## src/rtl/ps_ctrl_regs_if.sv

```systemverilog
// ps_ctrl_regs_if: AXI4-Lite control port between the PS (master) and ps_ctrl_regs (slave).
//   aw*/w*/b* : write address, write data and write response channels
//   ar*/r*    : read address and read data channels
interface ps_ctrl_regs_if #(
  parameter int unsigned ADDR_W = 12,
  parameter int unsigned DATA_W = 32
);
  logic                  awvalid;
  logic                  awready;
  logic [ADDR_W-1:0]     awaddr;
  logic                  wvalid;
  logic                  wready;
  logic [DATA_W-1:0]     wdata;
  logic [DATA_W/8-1:0]   wstrb;
  logic                  bvalid;
  logic                  bready;
  logic [1:0]            bresp;
  logic                  arvalid;
  logic                  arready;
  logic [ADDR_W-1:0]     araddr;
  logic                  rvalid;
  logic                  rready;
  logic [DATA_W-1:0]     rdata;
  logic [1:0]            rresp;

  modport master (
    output awvalid, awaddr, wvalid, wdata, wstrb, bready, arvalid, araddr, rready,
    input  awready, wready, bvalid, bresp, arready, rvalid, rdata, rresp
  );

  modport slave (
    input  awvalid, awaddr, wvalid, wdata, wstrb, bready, arvalid, araddr, rready,
    output awready, wready, bvalid, bresp, arready, rvalid, rdata, rresp
  );
endinterface

```

## src/rtl/ps_ctrl_regs.sv

```systemverilog
// ps_ctrl_regs: AXI4-Lite control-register slave in front of the accelerator core.
// Holds the launch configuration, pulses core_start, tracks done/idle and drives
// the level interrupt.
//   clk, rst_n       : clock, asynchronous active-low reset
//   s_axi_control    : AXI4-Lite slave port (ps_ctrl_regs_if.slave)
//   core_start       : one-cycle launch pulse to the core
//   core_done        : one-cycle completion pulse from the core
//   core_idle        : core idle level
//   cfg_instr_addr   : instruction stream base byte address
//   cfg_instr_num    : instruction count
//   interrupt        : level interrupt (GIE & ISR, registered)
// Build option: define PS_CTRL_IRQ_EN to implement GIE/IER/ISR and the interrupt;
// otherwise those registers read 0 and interrupt is tied low.
module ps_ctrl_regs #(
  parameter int unsigned PS_CTRL_AXI_ADDR_WIDTH = 12,
  parameter int unsigned PS_CTRL_AXI_DATA_WIDTH = 32
) (
  input  logic          clk,
  input  logic          rst_n,
  ps_ctrl_regs_if.slave s_axi_control,
  output logic          core_start,
  input  logic          core_done,
  input  logic          core_idle,
  output logic [63:0]   cfg_instr_addr,
  output logic [31:0]   cfg_instr_num,
  output logic          interrupt
);
  localparam int unsigned DATA_W  = PS_CTRL_AXI_DATA_WIDTH;
  localparam int unsigned STRB_W  = DATA_W / 8;
  localparam int unsigned IDX_W   = 4;
  localparam int unsigned IDX_LSB = 2;

  localparam logic [IDX_W-1:0] REG_CTRL    = 4'd0;
  localparam logic [IDX_W-1:0] REG_GIE     = 4'd1;
  localparam logic [IDX_W-1:0] REG_IER     = 4'd2;
  localparam logic [IDX_W-1:0] REG_ISR     = 4'd3;
  localparam logic [IDX_W-1:0] REG_ADDR_LO = 4'd4;
  localparam logic [IDX_W-1:0] REG_ADDR_HI = 4'd5;
  localparam logic [IDX_W-1:0] REG_NUM     = 4'd6;

  typedef enum logic {W_ADDR, W_RESP} w_state_t;
  typedef enum logic {R_ADDR, R_DATA} r_state_t;

  w_state_t w_state_q, w_state_d;
  r_state_t r_state_q, r_state_d;

  logic              aw_held_q, aw_held_d, w_held_q, w_held_d;
  logic [IDX_W-1:0]  aw_idx_q;
  logic [DATA_W-1:0] wdata_q;
  logic [STRB_W-1:0] wstrb_q;
  logic              awready_q, awready_d, wready_q, wready_d, bvalid_q, bvalid_d;
  logic              arready_q, arready_d, rvalid_q, rvalid_d;
  logic [DATA_W-1:0] rdata_q, rdata_d, rd_word_c;
  logic              done_q, done_d, start_req_q, start_req_d, core_start_q, core_start_d;
  logic [DATA_W-1:0] addr_lo_q, addr_lo_d, addr_hi_q, addr_hi_d, num_q, num_d;
`ifdef PS_CTRL_IRQ_EN
  logic              gie_q, gie_d, ier_q, ier_d, isr_q, isr_d, irq_q, irq_d;
`endif

  logic              aw_fire_c, w_fire_c, b_fire_c, ar_fire_c, r_fire_c, wr_en_c;
  logic [IDX_W-1:0]  wr_idx_c, rd_idx_c;
  logic [DATA_W-1:0] wr_data_c;
  logic [STRB_W-1:0] wr_strb_c;
  logic [PS_CTRL_AXI_ADDR_WIDTH-1:0] unused_addr;

  // Only address bits [5:2] are decoded.
  assign unused_addr = s_axi_control.awaddr ^ s_axi_control.araddr;

  function automatic logic [DATA_W-1:0] merge_bytes(input logic [DATA_W-1:0] old_v,
                                                    input logic [DATA_W-1:0] new_v,
                                                    input logic [STRB_W-1:0] strb);
    logic [DATA_W-1:0] res;
    res = old_v;
    for (int i = 0; i < int'(STRB_W); i++) begin
      if (strb[i]) res[i*8 +: 8] = new_v[i*8 +: 8];
    end
    return res;
  endfunction

  assign aw_fire_c = s_axi_control.awvalid & awready_q;
  assign w_fire_c  = s_axi_control.wvalid & wready_q;
  assign b_fire_c  = bvalid_q & s_axi_control.bready;
  assign ar_fire_c = s_axi_control.arvalid & arready_q;
  assign r_fire_c  = rvalid_q & s_axi_control.rready;

  // A beat arriving this cycle bypasses its holding register.
  assign wr_idx_c  = aw_fire_c ? s_axi_control.awaddr[IDX_LSB +: IDX_W] : aw_idx_q;
  assign wr_data_c = w_fire_c ? s_axi_control.wdata : wdata_q;
  assign wr_strb_c = w_fire_c ? s_axi_control.wstrb : wstrb_q;
  assign wr_en_c   = (w_state_q == W_ADDR) & (aw_held_q | aw_fire_c) & (w_held_q | w_fire_c);
  assign rd_idx_c  = s_axi_control.araddr[IDX_LSB +: IDX_W];

  // State registers.
  always_ff @(posedge clk or negedge rst_n) begin
    if (!rst_n) begin
      w_state_q <= W_ADDR;
      r_state_q <= R_ADDR;
    end else begin
      w_state_q <= w_state_d;
      r_state_q <= r_state_d;
    end
  end

  // Next-state logic for both channel FSMs.
  always_comb begin
    w_state_d = w_state_q;
    r_state_d = r_state_q;
    case (w_state_q)
      W_ADDR: if (wr_en_c)  w_state_d = W_RESP;
      W_RESP: if (b_fire_c) w_state_d = W_ADDR;
    endcase
    case (r_state_q)
      R_ADDR: if (ar_fire_c) r_state_d = R_DATA;
      R_DATA: if (r_fire_c)  r_state_d = R_ADDR;
    endcase
  end

  // Read data mux.
  always_comb begin
    rd_word_c = '0;
    case (rd_idx_c)
      REG_CTRL:    rd_word_c = DATA_W'({core_idle, done_q, start_req_q | core_start_q});
`ifdef PS_CTRL_IRQ_EN
      REG_GIE:     rd_word_c = DATA_W'(gie_q);
      REG_IER:     rd_word_c = DATA_W'(ier_q);
      REG_ISR:     rd_word_c = DATA_W'(isr_q);
`endif
      REG_ADDR_LO: rd_word_c = addr_lo_q;
      REG_ADDR_HI: rd_word_c = addr_hi_q;
      REG_NUM:     rd_word_c = num_q;
      default:     rd_word_c = '0;
    endcase
  end

  // Handshake outputs and register-file next values.
  always_comb begin
    aw_held_d    = aw_held_q | aw_fire_c;
    w_held_d     = w_held_q | w_fire_c;
    awready_d    = 1'b0;
    wready_d     = 1'b0;
    bvalid_d     = 1'b0;
    arready_d    = 1'b0;
    rvalid_d     = 1'b0;
    rdata_d      = rdata_q;
    done_d       = done_q;
    start_req_d  = 1'b0;
    core_start_d = start_req_q;
    addr_lo_d    = addr_lo_q;
    addr_hi_d    = addr_hi_q;
    num_d        = num_q;
`ifdef PS_CTRL_IRQ_EN
    gie_d        = gie_q;
    ier_d        = ier_q;
    isr_d        = isr_q;
    irq_d        = gie_q & isr_q;
`endif

    case (w_state_q)
      W_ADDR: begin
        if (wr_en_c) begin
          aw_held_d = 1'b0;
          w_held_d  = 1'b0;
          bvalid_d  = 1'b1;
        end else begin
          awready_d = !aw_held_d;
          wready_d  = !w_held_d;
        end
      end
      // Re-arm the address/data channels on the B handshake edge.
      W_RESP: begin
        bvalid_d  = !b_fire_c;
        awready_d = b_fire_c;
        wready_d  = b_fire_c;
      end
    endcase

    case (r_state_q)
      R_ADDR: begin
        if (ar_fire_c) begin
          rvalid_d = 1'b1;
          rdata_d  = rd_word_c;
        end else begin
          arready_d = 1'b1;
        end
      end
      R_DATA: begin
        rvalid_d  = !r_fire_c;
        arready_d = r_fire_c;
      end
    endcase

    if (wr_en_c) begin
      case (wr_idx_c)
        REG_CTRL: start_req_d = wr_strb_c[0] & wr_data_c[0] & core_idle &
                                !start_req_q & !core_start_q;
`ifdef PS_CTRL_IRQ_EN
        REG_GIE:  if (wr_strb_c[0]) gie_d = wr_data_c[0];
        REG_IER:  if (wr_strb_c[0]) ier_d = wr_data_c[0];
        REG_ISR:  if (wr_strb_c[0] && wr_data_c[0]) isr_d = !isr_q;
`endif
        REG_ADDR_LO: addr_lo_d = merge_bytes(addr_lo_q, wr_data_c, wr_strb_c);
        REG_ADDR_HI: addr_hi_d = merge_bytes(addr_hi_q, wr_data_c, wr_strb_c);
        REG_NUM:     num_d     = merge_bytes(num_q, wr_data_c, wr_strb_c);
        default: ;
      endcase
    end

    // Completion set takes priority over clear-on-read / write-to-clear.
    if (ar_fire_c && rd_idx_c == REG_CTRL) done_d = 1'b0;
    if (core_done) done_d = 1'b1;
`ifdef PS_CTRL_IRQ_EN
    if (core_done && ier_q) isr_d = 1'b1;
`endif
  end

  // Datapath and output registers.
  always_ff @(posedge clk or negedge rst_n) begin
    if (!rst_n) begin
      aw_held_q    <= 1'b0;
      w_held_q     <= 1'b0;
      aw_idx_q     <= '0;
      wdata_q      <= '0;
      wstrb_q      <= '0;
      awready_q    <= 1'b0;
      wready_q     <= 1'b0;
      bvalid_q     <= 1'b0;
      arready_q    <= 1'b0;
      rvalid_q     <= 1'b0;
      rdata_q      <= '0;
      done_q       <= 1'b0;
      start_req_q  <= 1'b0;
      core_start_q <= 1'b0;
      addr_lo_q    <= '0;
      addr_hi_q    <= '0;
      num_q        <= '0;
`ifdef PS_CTRL_IRQ_EN
      gie_q        <= 1'b0;
      ier_q        <= 1'b0;
      isr_q        <= 1'b0;
      irq_q        <= 1'b0;
`endif
    end else begin
      aw_held_q    <= aw_held_d;
      w_held_q     <= w_held_d;
      if (aw_fire_c) aw_idx_q <= s_axi_control.awaddr[IDX_LSB +: IDX_W];
      if (w_fire_c) begin
        wdata_q <= s_axi_control.wdata;
        wstrb_q <= s_axi_control.wstrb;
      end
      awready_q    <= awready_d;
      wready_q     <= wready_d;
      bvalid_q     <= bvalid_d;
      arready_q    <= arready_d;
      rvalid_q     <= rvalid_d;
      rdata_q      <= rdata_d;
      done_q       <= done_d;
      start_req_q  <= start_req_d;
      core_start_q <= core_start_d;
      addr_lo_q    <= addr_lo_d;
      addr_hi_q    <= addr_hi_d;
      num_q        <= num_d;
`ifdef PS_CTRL_IRQ_EN
      gie_q        <= gie_d;
      ier_q        <= ier_d;
      isr_q        <= isr_d;
      irq_q        <= irq_d;
`endif
    end
  end

  assign s_axi_control.awready = awready_q;
  assign s_axi_control.wready  = wready_q;
  assign s_axi_control.bvalid  = bvalid_q;
  assign s_axi_control.bresp   = 2'b00;
  assign s_axi_control.arready = arready_q;
  assign s_axi_control.rvalid  = rvalid_q;
  assign s_axi_control.rdata   = rdata_q;
  assign s_axi_control.rresp   = 2'b00;

  assign core_start     = core_start_q;
  assign cfg_instr_addr = {addr_hi_q, addr_lo_q};
  assign cfg_instr_num  = num_q;
`ifdef PS_CTRL_IRQ_EN
  assign interrupt      = irq_q;
`else
  assign interrupt      = 1'b0;
`endif
endmodule

```

## src/flat_wrapper.sv

```systemverilog
// flat-port wrapper written by rule: the top's interface ports become plain ports
module ps_ctrl_regs_flat 
#(
  parameter int unsigned PS_CTRL_AXI_ADDR_WIDTH = 12,
  parameter int unsigned PS_CTRL_AXI_DATA_WIDTH = 32
)
  (clk, rst_n, core_start, core_done, core_idle, cfg_instr_addr, cfg_instr_num, interrupt, s_axi_control_awvalid, s_axi_control_awaddr, s_axi_control_wvalid, s_axi_control_wdata, s_axi_control_wstrb, s_axi_control_bready, s_axi_control_arvalid, s_axi_control_araddr, s_axi_control_rready, s_axi_control_awready, s_axi_control_wready, s_axi_control_bvalid, s_axi_control_bresp, s_axi_control_arready, s_axi_control_rvalid, s_axi_control_rdata, s_axi_control_rresp);
  ps_ctrl_regs_if #(.ADDR_W(12), .DATA_W(32)) s_axi_control_i ();
  input  logic clk;
  input  logic rst_n;
  output logic core_start;
  input  logic core_done;
  input  logic core_idle;
  output logic [63:0] cfg_instr_addr;
  output logic [31:0] cfg_instr_num;
  output logic interrupt;
  input wire logic [$bits(s_axi_control_i.awvalid)-1:0] s_axi_control_awvalid;
  input wire logic [$bits(s_axi_control_i.awaddr)-1:0] s_axi_control_awaddr;
  input wire logic [$bits(s_axi_control_i.wvalid)-1:0] s_axi_control_wvalid;
  input wire logic [$bits(s_axi_control_i.wdata)-1:0] s_axi_control_wdata;
  input wire logic [$bits(s_axi_control_i.wstrb)-1:0] s_axi_control_wstrb;
  input wire logic [$bits(s_axi_control_i.bready)-1:0] s_axi_control_bready;
  input wire logic [$bits(s_axi_control_i.arvalid)-1:0] s_axi_control_arvalid;
  input wire logic [$bits(s_axi_control_i.araddr)-1:0] s_axi_control_araddr;
  input wire logic [$bits(s_axi_control_i.rready)-1:0] s_axi_control_rready;
  output wire logic [$bits(s_axi_control_i.awready)-1:0] s_axi_control_awready;
  output wire logic [$bits(s_axi_control_i.wready)-1:0] s_axi_control_wready;
  output wire logic [$bits(s_axi_control_i.bvalid)-1:0] s_axi_control_bvalid;
  output wire logic [$bits(s_axi_control_i.bresp)-1:0] s_axi_control_bresp;
  output wire logic [$bits(s_axi_control_i.arready)-1:0] s_axi_control_arready;
  output wire logic [$bits(s_axi_control_i.rvalid)-1:0] s_axi_control_rvalid;
  output wire logic [$bits(s_axi_control_i.rdata)-1:0] s_axi_control_rdata;
  output wire logic [$bits(s_axi_control_i.rresp)-1:0] s_axi_control_rresp;
  assign s_axi_control_i.awvalid = s_axi_control_awvalid;
  assign s_axi_control_i.awaddr = s_axi_control_awaddr;
  assign s_axi_control_i.wvalid = s_axi_control_wvalid;
  assign s_axi_control_i.wdata = s_axi_control_wdata;
  assign s_axi_control_i.wstrb = s_axi_control_wstrb;
  assign s_axi_control_i.bready = s_axi_control_bready;
  assign s_axi_control_i.arvalid = s_axi_control_arvalid;
  assign s_axi_control_i.araddr = s_axi_control_araddr;
  assign s_axi_control_i.rready = s_axi_control_rready;
  assign s_axi_control_awready = s_axi_control_i.awready;
  assign s_axi_control_wready = s_axi_control_i.wready;
  assign s_axi_control_bvalid = s_axi_control_i.bvalid;
  assign s_axi_control_bresp = s_axi_control_i.bresp;
  assign s_axi_control_arready = s_axi_control_i.arready;
  assign s_axi_control_rvalid = s_axi_control_i.rvalid;
  assign s_axi_control_rdata = s_axi_control_i.rdata;
  assign s_axi_control_rresp = s_axi_control_i.rresp;
  ps_ctrl_regs #(.PS_CTRL_AXI_ADDR_WIDTH(PS_CTRL_AXI_ADDR_WIDTH), .PS_CTRL_AXI_DATA_WIDTH(PS_CTRL_AXI_DATA_WIDTH)) u_core (.clk(clk), .rst_n(rst_n), .s_axi_control(s_axi_control_i), .core_start(core_start), .core_done(core_done), .core_idle(core_idle), .cfg_instr_addr(cfg_instr_addr), .cfg_instr_num(cfg_instr_num), .interrupt(interrupt));
endmodule
```

## config.mk

```make
export PLATFORM = sky130hd
export DESIGN_NAME = ps_ctrl_regs_flat
export DESIGN_NICKNAME = d
export VERILOG_FILES = /design/src/rtl/ps_ctrl_regs_if.sv /design/src/rtl/ps_ctrl_regs.sv /design/src/flat_wrapper.sv
export SDC_FILE = /design/constraint.sdc
export NUM_CORES = 1
export LEC_CHECK = 0
export ABC_AREA = 1
export CORE_MARGIN = 3
export CORE_UTILIZATION = 50
export CTS_CLUSTER_SIZE = 24
export DETAILED_ROUTE_END_ITERATION = 8
export GPL_TIMING_DRIVEN = 1
export MAX_ROUTING_LAYER = met4
export PLACE_DENSITY = 0.83
export SLEW_MARGIN = 20
export SYNTH_ARGS = -nofsm -noshare
export SYNTH_HDL_FRONTEND = slang
export SYNTH_SLANG_ARGS = --single-unit
```

## constraint.sdc

```tcl
create_clock -name clk -period 2.3 [get_ports clk]
set_clock_uncertainty 0.2 [all_clocks]
set_input_delay 0.69 -clock clk [delete_from_list [all_inputs] [get_ports clk]]
set_output_delay 0.69 -clock clk [all_outputs]
set_load 0.02 [all_outputs]
```

==> metrics.cfg, run 1 <==
[drt]
wl_um=24400
drc_errors=0
avgViaCountPerCell=5.42
wl_per_cell_um=17.5
routed-via-count=7537
first_pass_iters=5
drt_iter0_drc=697
ant_nets=0

[yosys]
syn_area_mm2=0.00773
ys_ff_latch=178
synth_area_leaders=dfrtp_1 (58%), nand2_1 (23%), nand3_1 (11%)
synth_async_sr_flop_share=1.00
synth_top_area_share=0.576
synthFlopType=dfrtp_1
yosysUniqueCellTypes=19
synth_commonest_cells=nand2_1 (478), dfrtp_1 (178), nand3_1 (173)
synth_edf_count=0
synthCells=951
yosysWarnings=0
syn_avg_cell_area_um2=8.13
synth.most_common_cell=nand2_1
synth_top_area_cell=dfrtp_1
yosysSeqAreaShare=0.576

[clock_network]
clk_pin_slew_ns=0.07
cts_root_buffer=clkbuf_16
cts_tree=yes
numCtsBuffers=17
cts_buffer_depth=2
cts-htree-levels=4
cts_setup_buffers=0
clkSinkCount=178
insertion_delay_ns=0.42

[pwr]
total_power_mw=12.8
cellLeakagePower_nw=6.61
powerDensity_mw_per_mm2=1170
ir_drop_mv=0.665

[placed_design]
io_buffers=186
place.gp.congestion=0.854
dpl_worst_slack_ns=-0.480
dp_hpwl_um=17100

[floorplanning]
core_mm2=0.0148
die_area_mm2=0.0170
die_w_um=130
io_pins=208
placementRows=44
initial_utilization=0.522
die_h_um=130

[setup_path]
critPathMaxStageDelay_ns=0.60
rr_worst_depth=9
crit_slowest_cell=clkdlybuf4s50_1
arrival_ns=1.37
rr_startpoint=u_core.s_axi_control.awready
worstSetupPathType=register to output port
r2r_end=u_core.addr_hi_q[14]
crit_path_start=u_core.s_axi_control.rdata[5]
worstPathRequired_ns=1.41
start_kind=register
cp-end-kind=output port
cp.depth=1
critical_path.top_delay_family=buffers and inverters
ff2ff_setup_slack_ns=0.34
crit_end=s_axi_control_rdata[5]
critical_path.max_fanout=2
worstPathCellList=clkdlybuf4s50_1
path_buf_inv=1

[layout]
seq_area_mm2=0.00445
final_nets=1263
syn2layout_area_growth_pct=41.5
multi_input_area_mm2=0.00298
num_antenna_cells=0
fillers=1164
drive_gt1_frac=0.114

[timing]
final-setup-viol-count=0
whs_ns=0.220
layout_worst_path_cycle_share=0.981
hold_viol=0
setup_slack_ns=0.0436
drv_slew=0
fin_crit_ns=2.26
rsz0062_at_grt=no
timing.fmax_mhz=443
setup_tns_ns=0

[run_status]
status=finished clean

[global_routing]
overflow=0
grt.total_usage=0.303
grt_pass1_wl_um=38400
grt_pass1_vias=7402
grt_max_degree=50
antenna_found_initial=0

[flow_run]
max-cap-violations=0

[hold_path]
worstHoldPathType=register to register

[through the flow]
stage	std cells	area, um2	utilization
floorplan	955	7750	-
global placement	1358	10400	0.700
detailed placement	1358	10400	0.700
CTS	1391	10900	0.733
global route	1391	10900	0.739
finish	1391	10900	0.739
[cell families after synthesis]
family	count (synthesis)	share of synthesized area
other	1	0.000485
flip-flops	178	0.576
AO/OA/AOI/OAI	11	0.00744
buffers and inverters	81	0.0456
AND/OR/NAND/NOR	680	0.370
[metal layers]
layer  part of all wire  global-route usage
met1               0.40               0.383
met3              0.073              0.0512
met5                  0                   -
met4              0.034               0.128
met2               0.49               0.486
[sequential cells by signal, indices dropped and copies added (netlist names)]
name / flops
u_core.s_axi_control.awready: 1
u_core.wstrb_q: 4
u_core.s_axi_control.rdata: 32
u_core.s_axi_control.bvalid: 1
u_core.w_held_q: 1
u_core.s_axi_control.arready: 1
u_core.wdata_q: 32
u_core.core_start_d: 1
u_core.addr_hi_q: 32
u_core.s_axi_control.wready: 1
u_core.aw_held_q: 1
u_core.aw_idx_q: 4
u_core.done_q: 1
u_core.core_start: 1
u_core.r_state_q: 1
u_core.cfg_instr_num: 32
u_core.addr_lo_q: 32
[cell type report]
cell class,count,share of cell area
sequential,178,0.407
multi-input combinational,696,0.273
timing repair buffer,267,0.232
clock buffer,23,0.0437
tap,184,0.0211
clock inverter,9,0.0118
inverter,34,0.0117
[where the power goes]
part | switching (mW) | internal (mW) | leakage [nW] | total, mW
sequential | 0.771 | 4.17 | 2.38 | 4.94
clock | 1.18 | 1.79 | 0.293 | 2.97
combinational | 3.11 | 1.78 | 3.94 | 4.89
[how the worst min path moves through the flow]
stage                        end                 from  depth (start not counted)
6_report       u_core.core_start  u_core.core_start_d                          0
3_5_place_dp   u_core.core_start  u_core.core_start_d                          0
2_1_floorplan  u_core.core_start  u_core.core_start_d                          0
4_1_cts        u_core.core_start  u_core.core_start_d                          0
3_3_place_gp   u_core.core_start  u_core.core_start_d                          0
5_1_grt        u_core.core_start  u_core.core_start_d                          0
[timing repair]
item	CTS	global route
endpoints found under the setup margin	145	119
hold endpoints to repair	34	0
resized for setup	112	33
hold buffers	1	0
gates cloned	0	0
[layout by cell type, fill, tap and decap left out, types with 2 or more instances in the layout]
| cell | count |
|---|---|
| nor3_2 | 2 |
| buf_12 | 11 |
| buf_4 | 69 |
| nor2_1 | 7 |
| dfrtp_1 | 178 |
| clkbuf_1 | 3 |
| clkdlybuf4s50_1 | 51 |
| dlymetal6s2s_1 | 24 |
| nor2_4 | 7 |
| nand3_1 | 173 |
| nand4_1 | 5 |
| nand2_1 | 468 |
| nor2_2 | 4 |
| clkinv_2 | 3 |
| inv_1 | 34 |
| nand2_2 | 12 |
| o21ai_0 | 9 |
| bufinv_16 | 3 |
| clkinvlp_4 | 2 |
| clkbuf_16 | 17 |
| clkbuf_8 | 3 |
| dlygate4sd2_1 | 110 |
| conb_1 | 5 |
Note: power is estimated with default switching activity, not from simulation.
==> run 2, diff against run 1 <==
--- a/config.mk
+++ b/config.mk
@@ -6,13 +6,14 @@
 export NUM_CORES = 1
 export LEC_CHECK = 0
 export ABC_AREA = 1
+export CORE_ASPECT_RATIO = 0.8
 export CORE_MARGIN = 3
-export CORE_UTILIZATION = 50
+export CORE_UTILIZATION = 44
 export CTS_CLUSTER_SIZE = 24
 export DETAILED_ROUTE_END_ITERATION = 8
 export GPL_TIMING_DRIVEN = 1
 export MAX_ROUTING_LAYER = met4
-export PLACE_DENSITY = 0.83
+export PLACE_DENSITY = 0.75
 export SLEW_MARGIN = 20
 export SYNTH_ARGS = -nofsm -noshare
 export SYNTH_HDL_FRONTEND = slang
==> metrics.cfg, run 2 (same netlist as run 1, synthesis figures left out) <==
[drt]
routed-via-count=7543  ; +0.080%
drt_iter0_drc=568  ; -19%
wl_um=24700  ; +1.3%
drc_errors=0  ; unchanged
wl_per_cell_um=17.1  ; -2.3%
ant_nets=0  ; unchanged
avgViaCountPerCell=5.23  ; -3.5%
first_pass_iters=5  ; unchanged

[global_routing]
grt_use_met1=0.377  ; -0.00640
grt_pass1_vias=7212  ; -2.6%
top_usage_layer=met2
grt_max_degree=49  ; -2.0%
grt.total_usage=0.265  ; -0.0374
antenna_found_initial=0  ; unchanged
overflow=0  ; unchanged
met3_usage=0.0656  ; +0.0145
grt_pass1_wl_um=39200  ; +2.2%
use_met2=0.390  ; -0.0954

[layout]
syn2layout_area_growth_pct=43.3
utilization=0.657  ; -0.0819
final_cell_mix=nand2_1 (472), dfrtp_1 (178), nand3_1 (173)
fillers=1448  ; +24%
seq_area_mm2=0.00445  ; unchanged
num_antenna_cells=0  ; unchanged
drive_gt1_frac=0.124  ; +0.0101
multi_input_area_mm2=0.00298  ; -0.17%
layout_commonest_cell=nand2_1
final_nets=1278  ; +1.2%

[run_status]
status=finished clean

[floorplanning]
core_mm2=0.0169  ; +14%
die_w_um=154  ; +18%
die_h_um=125  ; -4.4%
initial_utilization=0.458  ; -0.0637
io_pins=208  ; unchanged
die_area_mm2=0.0192  ; +13%
placementRows=42  ; -4.5%

[flow_run]
max-cap-violations=0  ; unchanged

[clock_network]
cts_root_buffer=clkbuf_16
cts_tree=yes
clkSinkCount=178  ; unchanged
clk_pin_slew_ns=0.06  ; about the same
cts_buffer_depth=2  ; unchanged
cts-htree-levels=4  ; unchanged
numCtsBuffers=17  ; unchanged
insertion_delay_ns=0.42  ; about the same

[timing]
timing.fmax_mhz=443  ; about the same
setup_tns_ns=0  ; unchanged
fin_crit_ns=2.26  ; -0.000178 ns
drv_slew=0  ; unchanged
whs_ns=0.212  ; -0.00812 ns
layout_worst_path_cycle_share=0.981  ; about the same
hold_viol=0  ; unchanged
final-setup-viol-count=0  ; unchanged

[placed_design]
dp_hpwl_um=17700  ; +3.5%
place.gp.congestion=0.870  ; +1.9%
io_buffers=186  ; unchanged

[setup_path]
path_buf_inv=3  ; +2
crit_slowest_cell=clkdlybuf4s50_1
ff2ff_setup_slack_ns=0.30  ; -0.04 ns
critical_path.top_delay_family=buffers and inverters
worstSetupPathType=input pin to register
critPathMaxStageDelay_ns=0.46  ; -0.14 ns
path_common_cell=nand2_1
cp-end-kind=register
arrival_ns=2.35  ; +0.98 ns
worstPathRequired_ns=2.40  ; +0.99 ns
start_kind=input pin
critical_path.max_fanout=10  ; +8
worstPathCellList=clkdlybuf4s50_1, nand2_1, buf_4, nand2_1, o21ai_0, buf_4, nor2_4, nand2_2, nand2_1, nand2_1

[pwr]
powerDensity_mw_per_mm2=1170  ; -0.26%
cellLeakagePower_nw=6.63  ; +0.32%
ir_drop_mv=0.693  ; +4.2%

[hold_path]
worstHoldPathType=register to register

[run 2: changes by cell type in the layout (fill, tap and decap cells not counted), moves of 3 or more]
cell and change:
buf_4 +14, dlymetal6s2s_1 -3, nand2_1 +4, buf_6 +3
nand2_2 -3, clkbuf_8 -3
[run 2: worst paths after layout]
kind,startpoint,endpoint,cells after the start
worst min-delay path,u_core.core_start_d,u_core.core_start,0
worst max-delay path,s_axi_control_wvalid,u_core.addr_lo_q[28],10
worst max register to register,u_core.s_axi_control.awready,u_core.cfg_instr_num[13],10
max in group asynchronous,rst_n,u_core.s_axi_control.rdata[14],3
worst min register to register,u_core.core_start_d,u_core.core_start,0
min in group asynchronous,rst_n,u_core.wdata_q[20],2
[run 2: timing repair]
action / in CTS / in global routing
endpoints found under the setup margin: 147 / 39
buffers inserted: 0 / 1
hold endpoints to repair: 11 / 0
hold buffers: 1 / 0
pin swaps: 1 / 2
gates resized for setup: 116 / 29
[run 2: through the flow]
stage | total power [mW] | setup slack [ns] | instance area (um2) | cells
final | 12.9 | 0.0438 | 11100 | 1442
after global routing | 13.7 | -0.00581 | 11100 | 1442
after CTS | 12.9 | 0.00205 | 11000 | 1441
after detailed placement | 10.3 | -0.493 | 10500 | 1408
after global placement | 10.2 | -0.415 | 10500 | 1408
after floorplan | 7.40 | 0.318 | 7750 | 955
[run 2: where the power goes]
group | total [mW] | switching [mW] | leakage [nW] | internal (mW)
registers | 4.94 | 0.774 | 2.38 | 4.16
clock network | 3.04 | 1.22 | 0.292 | 1.82
logic | 4.95 | 3.11 | 3.96 | 1.83
[run 2: layer usage]
| metal | vias up | share of wire |
|---|---|---|
| met5 | - | 0 |
| met4 | 0 | 0.012 |
| met3 | 26 | 0.089 |
| met2 | 374 | 0.46 |
| met1 | 3615 | 0.44 |
| li1 | 3528 | - |
[run 2: final cells by class]
cell class	count	area share
Sequential cell	178	0.402
Multi-Input combinational cell	696	0.269
Timing Repair Buffer	282	0.237
Clock buffer	18	0.0387
Tap cell	220	0.0249
Clock inverter	14	0.0169
Inverter	34	0.0115
[run 2: worst register-to-register path: cells and delay by family, from the launching register on]
family / cells / cell delay [ns]
buf+inv: 2 / 0.32
simple gates: 8 / 0.92
flops: 1 / 0.47
==> run 3, diff against run 2 <==
--- a/config.mk
+++ b/config.mk
@@ -14,6 +14,7 @@
 export GPL_TIMING_DRIVEN = 1
 export MAX_ROUTING_LAYER = met4
 export PLACE_DENSITY = 0.75
+export SKIP_CTS_REPAIR_TIMING = 1
 export SLEW_MARGIN = 20
 export SYNTH_ARGS = -nofsm -noshare
 export SYNTH_HDL_FRONTEND = slang
==> metrics.cfg, run 3 (same netlist as run 1, synthesis figures left out) <==
[run_status]
status=finished clean

[drt]
routed-via-count=7510  ; -0.44%
drt_iter0_drc=631  ; +11%
drc_errors=0  ; unchanged
first_pass_iters=5  ; unchanged
wl_per_cell_um=17.3  ; +0.87%
wl_um=24900  ; +0.80%
avgViaCountPerCell=5.21  ; -0.37%
ant_nets=0  ; unchanged

[clock_network]
cts-htree-levels=4  ; unchanged
cts_tree=yes
cts_buffer_depth=2  ; unchanged
clkSinkCount=178  ; unchanged
clk_pin_slew_ns=0.06  ; about the same
cts_root_buffer=clkbuf_16
numCtsBuffers=17  ; unchanged
insertion_delay_ns=0.42  ; about the same

[setup_path]
cp-end-kind=register
worstSetupPathType=input pin to register
worstPathRequired_ns=2.45  ; +0.05 ns
critical_path.max_fanout=18  ; +8
worstPathCellList=clkdlybuf4s50_1, nand2_1, buf_4, nand2_1, o21ai_0, buf_4, nor2_4, buf_4, nand3_1, nand2_1
critPathMaxStageDelay_ns=0.46  ; about the same
crit_slowest_cell=clkdlybuf4s50_1
start_kind=input pin
arrival_ns=2.41  ; +0.06 ns

[global_routing]
antenna_found_initial=0  ; unchanged
overflow=0  ; unchanged
grt_pass1_vias=7221  ; +0.12%
grt_max_degree=49  ; unchanged
grt.total_usage=0.265  ; about the same
grt_pass1_wl_um=39200  ; about the same

[layout]
num_antenna_cells=0  ; unchanged
final_nets=1277  ; -0.078%
final_cell_mix=nand2_1 (474), dfrtp_1 (177), nand3_1 (173)
drive_gt1_frac=0.122  ; -0.00154
utilization=0.681  ; +0.0243
layout_commonest_cell=nand2_1
finalNonFillerCells=1441  ; -0.069%
syn2layout_area_growth_pct=48.6

[timing]
timing.fmax_mhz=442  ; -0.24%
fin_crit_ns=2.26  ; +0.00543 ns
final-setup-viol-count=0  ; unchanged
layout_worst_path_cycle_share=0.983  ; +0.00236
hold_viol=0  ; unchanged
drv_slew=0  ; unchanged
rsz0062_at_grt=yes

[pwr]
p_int_mw=8.14  ; +4.1%
ir_drop_mv=0.693  ; about the same
switchingPower_mw=5.11  ; about the same
switching_share=0.386  ; -0.00966
pwr-share-comb=0.398  ; +0.015
clockPowerShare=0.229  ; -0.006
seq_power_share=0.373  ; -0.009
cellLeakagePower_nw=8.10  ; +22%
powerDensity_mw_per_mm2=1150  ; -1.2%
total_power_mw=13.2  ; +2.5%

[floorplanning]
die_h_um=125  ; unchanged
initial_utilization=0.458  ; unchanged
die_w_um=154  ; unchanged
core_mm2=0.0169  ; unchanged
io_pins=208  ; unchanged
die_area_mm2=0.0192  ; unchanged
placementRows=42  ; unchanged

[hold_path]
worstHoldPathType=register to register

[placed_design]
io_buffers=186  ; unchanged
place.gp.congestion=0.870  ; unchanged
dp_hpwl_um=17700  ; unchanged
dp_cells=1408  ; unchanged

[flow_run]
max-cap-violations=0  ; unchanged

[run 3: cell count changes in the layout (fill, tap and decap cells not counted), sizes merged]
cell | previous run | this run
dlygate4sd2 | 112 | 0
buf | 96 | 95
dlymetal6s2s | 21 | 133
[run 3: critical path: cells and delay by family]
kind                   cells  cell delay (ns)
buffers and inverters      4             1.05
AO/OA/AOI/OAI              1             0.07
AND/OR/NAND/NOR            5             0.59
[run 3: worst paths after layout]
kind	slack [ns]	to	start	cells past startpoint
max in group asynchronous	0.69	u_core.s_axi_control.rdata[15]	rst_n	3
min in group asynchronous	0.55	u_core.wdata_q[20]	rst_n	2
worst min-delay path	0.21	u_core.core_start	u_core.core_start_d	0
worst max-delay path	0.04	u_core.addr_lo_q[28]	s_axi_control_wvalid	10
worst max register to register	0.36	u_core.addr_hi_q[5]	u_core.s_axi_control.awready	9
worst min register to register	0.21	u_core.core_start	u_core.core_start_d	0
[run 3: power by group through the flow]
stage               Clock [mW]  Sequential [mW]  Combinational [mW]
finish                    3.03             4.94                5.27
global route              3.21             5.06                5.72
CTS                       3.07             4.95                5.38
detailed placement           0             4.99                5.33
global placement             0             4.97                5.20
floorplan                    0             5.61                1.79
[run 3: metal layers]
layer	part of all wire	GRT usage	wire length, um	vias up
met2	0.46	0.389	11300	344
met5	0	-	0	-
met4	0.014	0.0597	337	0
met1	0.45	0.377	11100	3609
li1	-	-	-	3532
met3	0.085	0.0646	2120	25
[run 3: through the flow]
step                      instance area [um2]  TNS (ns)  setup WS [ns]  hold slack (ns)
after CTS                               11100     -5.87         -0.177         -0.00629
after global routing                    11500   -0.0529        -0.0188            0.216
final                                   11500         0         0.0384            0.215
after detailed placement                10500    -46.94         -0.493            0.198
after global placement                  10500    -40.23         -0.415            0.182
after floorplan                          7750         0          0.318            0.175
[run 3: cell type report]
class | instances | area, um2
inverter | 34 | 128
sequential | 178 | 4460
fill | 1340 | 5380
tap | 220 | 275
timing repair buffer | 281 | 3030
multi-input combinational | 696 | 2980
clock buffer | 18 | 429
clock inverter | 14 | 188
